--- src/rtl/adc_req_sched.sv ---
// Round-robin scheduler sharing one SAR conversion channel between N_REQ requesters.
// Each grant runs DACEN, SAREN and DACCTL-start writes, waits on busy, then returns DACV.
module adc_req_sched #(
  parameter int unsigned N_REQ = 4,
  parameter int unsigned T_TO  = 1023,
  parameter int unsigned T_ACK = 3
) (
  input  logic               clk,
  input  logic               srst,
  input  logic [N_REQ-1:0]   req,
  input  logic [3*N_REQ-1:0] req_ch,
  input  logic               fw_own,
  input  logic [5:0]         cfg_dactl,
  output logic [N_REQ-1:0]   gnt,
  output logic [N_REQ-1:0]   done,
  output logic [N_REQ-1:0]   err,
  output logic [7:0]         rdat,
  output logic [2:0]         o_wr,
  output logic [7:0]         o_wdat,
  input  logic               i_busy,
  input  logic [63:0]        i_dacv
);

  localparam int unsigned IdxW = (N_REQ > 1) ? $clog2(N_REQ) : 1;
  localparam int unsigned CntW = $clog2(T_TO + 1);

  localparam logic [IdxW:0]   NReqW   = (IdxW + 1)'(N_REQ);
  localparam logic [IdxW-1:0] LastIdx = IdxW'(N_REQ - 1);
  localparam logic [CntW-1:0] AckLim  = CntW'(T_ACK);
  localparam logic [CntW-1:0] ToLim   = CntW'(T_TO);

  localparam logic [2:0] StIdle     = 3'd0;
  localparam logic [2:0] StCfgEn    = 3'd1;
  localparam logic [2:0] StCfgSar   = 3'd2;
  localparam logic [2:0] StStart    = 3'd3;
  localparam logic [2:0] StWaitAck  = 3'd4;
  localparam logic [2:0] StWaitDone = 3'd5;
  localparam logic [2:0] StStop     = 3'd6;
  localparam logic [2:0] StReport   = 3'd7;

  logic [2:0]       state_q, state_d;
  logic [N_REQ-1:0] gnt_q, gnt_d;
  logic [N_REQ-1:0] done_q, done_d;
  logic [N_REQ-1:0] err_q, err_d;
  logic [IdxW-1:0]  owner_q, owner_d;
  logic [IdxW-1:0]  rr_ptr_q, rr_ptr_d;
  logic [2:0]       ch_q, ch_d;
  logic [CntW-1:0]  cnt_q, cnt_d;
  logic [7:0]       rdat_q, rdat_d;

  logic             win_found;
  logic [IdxW-1:0]  win_idx;
  logic [N_REQ-1:0] win_oh;
  logic [IdxW:0]    scan;
  logic [CntW-1:0]  cnt_inc;
  logic [IdxW-1:0]  next_ptr;

  // First asserted request at or after rr_ptr, wrapping upward.
  always_comb begin
    win_found = 1'b0;
    win_idx   = '0;
    win_oh    = '0;
    scan      = '0;
    for (int k = 0; k < N_REQ; k++) begin
      scan = {1'b0, rr_ptr_q} + (IdxW + 1)'(k);
      if (scan >= NReqW) begin
        scan = scan - NReqW;
      end
      if (!win_found && req[scan[IdxW-1:0]]) begin
        win_found = 1'b1;
        win_idx   = scan[IdxW-1:0];
      end
    end
    win_oh[win_idx] = 1'b1;
  end

  assign cnt_inc  = (cnt_q == ToLim) ? cnt_q : cnt_q + 1'b1;
  assign next_ptr = (owner_q == LastIdx) ? '0 : owner_q + 1'b1;

  always_comb begin
    state_d  = state_q;
    gnt_d    = gnt_q;
    owner_d  = owner_q;
    rr_ptr_d = rr_ptr_q;
    ch_d     = ch_q;
    cnt_d    = cnt_q;
    rdat_d   = rdat_q;
    done_d   = '0;
    err_d    = '0;
    unique case (state_q)
      StIdle: begin
        if (!fw_own && !i_busy && win_found) begin
          owner_d = win_idx;
          ch_d    = req_ch[3*int'(win_idx) +: 3];
          gnt_d   = win_oh;
          state_d = StCfgEn;
        end
      end
      StCfgEn:  state_d = StCfgSar;
      StCfgSar: state_d = StStart;
      StStart: begin
        cnt_d   = '0;
        state_d = StWaitAck;
      end
      StWaitAck: begin
        cnt_d = cnt_inc;
        if (i_busy) begin
          state_d = StWaitDone;
        end else if (cnt_inc == AckLim) begin
          state_d = StStop;
          err_d   = gnt_q;
        end
      end
      StWaitDone: begin
        cnt_d = cnt_inc;
        // A falling busy wins over a timeout landing on the same cycle.
        if (!i_busy) begin
          state_d = StReport;
          done_d  = gnt_q;
          rdat_d  = i_dacv[{ch_q, 3'b000} +: 8];
        end else if (cnt_inc == ToLim) begin
          state_d = StStop;
          err_d   = gnt_q;
        end
      end
      StStop, StReport: begin
        state_d  = StIdle;
        gnt_d    = '0;
        rr_ptr_d = next_ptr;
      end
      default: state_d = StIdle;
    endcase
  end

  always_ff @(posedge clk) begin
    if (srst) begin
      state_q  <= StIdle;
      gnt_q    <= '0;
      done_q   <= '0;
      err_q    <= '0;
      owner_q  <= '0;
      rr_ptr_q <= '0;
      ch_q     <= '0;
      cnt_q    <= '0;
      rdat_q   <= '0;
    end else begin
      state_q  <= state_d;
      gnt_q    <= gnt_d;
      done_q   <= done_d;
      err_q    <= err_d;
      owner_q  <= owner_d;
      rr_ptr_q <= rr_ptr_d;
      ch_q     <= ch_d;
      cnt_q    <= cnt_d;
      rdat_q   <= rdat_d;
    end
  end

  // Mux writes are a pure decode of the current state.
  always_comb begin
    o_wr   = 3'b000;
    o_wdat = 8'h00;
    unique case (state_q)
      StCfgEn: begin
        o_wr   = 3'b010;
        o_wdat = 8'h01 << ch_q;
      end
      StCfgSar: begin
        o_wr   = 3'b100;
        o_wdat = 8'h01 << ch_q;
      end
      StStart: begin
        o_wr   = 3'b001;
        o_wdat = {cfg_dactl, 1'b0, 1'b1};
      end
      StStop: begin
        o_wr   = 3'b001;
        o_wdat = 8'h00;
      end
      default: begin
        o_wr   = 3'b000;
        o_wdat = 8'h00;
      end
    endcase
  end

  assign gnt  = gnt_q;
  assign done = done_q;
  assign err  = err_q;
  assign rdat = rdat_q;

endmodule

--- config.mk ---
export PLATFORM = sky130hd
export DESIGN_NAME = adc_req_sched
export DESIGN_NICKNAME = d
export VERILOG_FILES = /design/src/rtl/adc_req_sched.sv
export SDC_FILE = /design/constraint.sdc
export NUM_CORES = 1
export LEC_CHECK = 0
export ABC_AREA = 1
export CORE_MARGIN = 2
export CORE_UTILIZATION = 40
export CTS_BUF_LIST = sky130_fd_sc_hd__clkbuf_8
export CTS_CLUSTER_DIAMETER = 50
export DETAILED_ROUTE_END_ITERATION = 6
export GPL_ROUTABILITY_DRIVEN = 1
export PLACE_DENSITY = 0.8
export REMOVE_ABC_BUFFERS = 1
export SYNTH_ARGS = -nofsm -noshare
export SYNTH_HDL_FRONTEND = slang
export SYNTH_SLANG_ARGS = --single-unit
export TNS_END_PERCENT = 1
--- constraint.sdc ---
create_clock -name clk -period 1.6 [get_ports clk]
set_input_delay 0.4 -clock clk [delete_from_list [all_inputs] [get_ports clk]]
set_output_delay 0.4 -clock clk [all_outputs]
set_load 0.05 [all_outputs]
==> flow_summary.ini <==
[synth]
ys.warnings.count = 0
seq_area_frac_synth_pct = 28.38
synthFlopType = dfxtp_1
synth_cell_types = 34
async_flop_share_pct = 0
syn-instance-count = 435
synth_seq_cells = 40
syn_area_um2 = 2821
avgSynthCellArea_um2 = 6.486
synth_edf_count = 0

[route]
drt_wl_total_um = 11290
wl_per_cell_um = 15.83
via_per_inst = 5.342
drc = 0
drt-initial-drc-count = 206
drt_pass1_iterations = 5
ant_nets = 0
vias = 3809

[global_routing]
grt_pass1_vias = 3645
grt_use_total_pct = 27.50
antenna_found_initial = 0
grt_max_degree = 22
grt_first_pass_wirelength_um = 16700
grt-ovfl-total = 0

[timing]
setup_slack_ns = -0.4214
setup_viol = 25
finalHoldViolations = 0
clock-skew-final_ns = 0.008546
fmax_mhz = 494.7
min_period_over_period_pct = 126.3
worstMarginPinSlew_ns = 0.3381
period_needed_ns = 2.021
holdWs_ns = 0.5126
rsz0062_at_grt = true
relSlewSlack_pct = 77.38
tns_ns = -6.246
finalMaxSlewViolations = 0

[setup_path]
slowest_stage = dfxtp_4
worstPathMaxFanout = 3
crit_type = flip-flop to primary output
crit_arrival_ns = 1.62
cpMostUsedCell = inv_2
cpLargestDelayFamily = buffers and inverters
worstPathCellList = inv_2 > nor2_4 > inv_2 > o21ai_2 > nand2_2 > o21ai_1 > buf_4 > buf_12
cp-end-kind = primary output
start_kind = flip-flop
slowest_delay_ns = 0.38
path_buf_inv = 4
required_ns = 1.20

[placement]
placed_cell_area_um2 = 4852
dpl.cell_count = 701
dp_hpwl_um = 8384
io_buffers = 120
gp_congestion = 0.8933

[final_layout]
fillers = 488
final_area_um2 = 5152
diodes = 0
fin_nets = 708
area_growth_pct = 82.62
layout-drive-gt1-share_pct = 28.69
stdcell_count = 713

[floorplan]
core_area_um2 = 6794
die_area_um2 = 7741
row_count = 30
die_height_um = 87.99
die_w_um = 87.99
start_util_pct = 41.53
io_pins = 121

[cts]
cts-hold-fix-buffers = 0
clkTransAtPathRegs_ns = 0.08
clockBufferDepth = 2
clock_latency_ns = 0.30
cts_buffers = 5
cts_tree = built
ctsRootBufferMaster = clkbuf_8
cts.sinks = 40
htreeDepth = 2

[power_and_ir_drop]
p_per_area_nw_per_um2 = 554.4
leakage_uw = 0.002142
ir_worst_vdd_mv = 0.3359

[run_status]
violations = setup timing
status = finished with violations

[hold_path]
hold_class = flip-flop to flip-flop

[run]
maxCapViolations = 0
## metrics by stage
step	setup slack [ns]	util, %	power, uW
finish	-0.4214	75.84	2857
global placement	-0.4846	71.42	1916
global route	-0.4444	75.84	2964
detailed placement	-0.5681	71.42	1934
floorplan	-1.913	-	1437
CTS	-0.3627	75.06	2814
## sequential cells by signal, summed over array words and instances (netlist names), 3 cells and up
register,flops
err,4
cnt_q,10
ch_q,3
state_q,3
done,4
rdat,8
gnt,4
## cell usage after synthesis (3+ instances only)
library cell,number,area share (%)
a21oi_1,21,3.7
a22oi_1,32,8.5
a32o_1,5,1.8
buf_6,3,1.2
clkbuf_1,7,0.93
dfxtp_1,40,28
inv_1,47,6.3
inv_2,3,0.40
nand2_1,109,15
nand2_2,12,2.7
nand3_1,58,10
nand3_2,7,2.5
nand4_1,6,1.3
nor2_1,36,4.8
nor2_4,7,2.8
nor3_1,5,0.89
o21ai_0,8,1.4
o21ai_1,3,0.53
o22ai_1,4,0.89
## power by group
| part | switching (uW) | total, uW | internal (uW) |
|---|---|---|---|
| combinational | 455 | 939 | 484 |
| sequential | 26.2 | 1040 | 1020 |
| clock | 403 | 873 | 470 |
| total | 884 | 2860 | 1970 |
## area by class of cell
class	instances	area [um^2]	share of cell area (%)
inverter	52	197.7	3.837
timing repair buffer	187	2053	39.85
sequential	40	810.8	15.74
multi-input combinational	330	1856	36.01
clock inverter	3	46.29	0.8985
tap	96	120.1	2.331
clock buffer	5	68.82	1.336
## metal layers
layer | track usage [%] | routed length, um | up-vias
met3 | 3.959 | 544 | 43
met1 | 31.86 | 4300 | 1780
met4 | 12.31 | 450 | 0
met2 | 49.86 | 5991 | 151
li1 | - | - | 1835
met5 | 0 | 0 | -
## cells in the final DEF (no fill, tap or decap), types with 5 or more instances in the layout
cell type	netlist	layout
inv_2	3	8
a32o_2	0	5
nand3_2	7	7
a21oi_1	21	20
buf_12	0	31
o21ai_0	8	6
clkbuf_8	0	5
nand2_1	109	101
a22oi_1	32	32
buf_6	3	5
clkdlybuf4s50_1	0	88
dfxtp_1	40	36
nor2_1	36	31
inv_1	47	41
nor2_2	2	5
buf_4	0	61
nand3_1	58	58
nor2_4	7	9
nand4_1	6	6
nand2_2	12	17
## worst paths after layout
path | from | end | slack [ns] | cells past startpoint
worst max-delay path | state_q[0] | o_wdat[5] | -0.42 | 8
worst min-delay path | rdat[5] | rdat[5] | 0.51 | 2
worst max register to register | cnt_q[0] | state_q[0] | -0.23 | 14
worst min register to register | rdat[5] | rdat[5] | 0.51 | 2
## kinds of logic (layout without fill, tap and decap cells)
group,after synthesis,in the layout,share of synthesized area [%]
simple gates,249,249,42.66
compound gates,78,78,18.23
buf+inv,65,247,9.534
flops,40,40,28.38
fa+ha+maj,2,2,0.8868
xor+xnor,1,1,0.3105
## worst register-to-register path, cell delays in order, from the launching register on
cell and delay [ns]:
dfxtp_2 0.36, buf_4 0.14, nand3_2 0.11, nor2_4 0.15, nand2_1 0.07, nand2_1 0.07
nand2_1 0.07, nor2_2 0.12, buf_4 0.15, nand3_1 0.09, o21ai_2 0.20, nand2_1 0.07
nor2_1 0.09, nand2_1 0.06, inv_1 0.04
## what timing repair did
item	4_1_cts	5_1_grt
resized for setup	35	19
pin swaps	11	5
setup endpoints to repair	38	37
setup buffers	3	1
No activity file was read; power rests on OpenSTA's default activity.
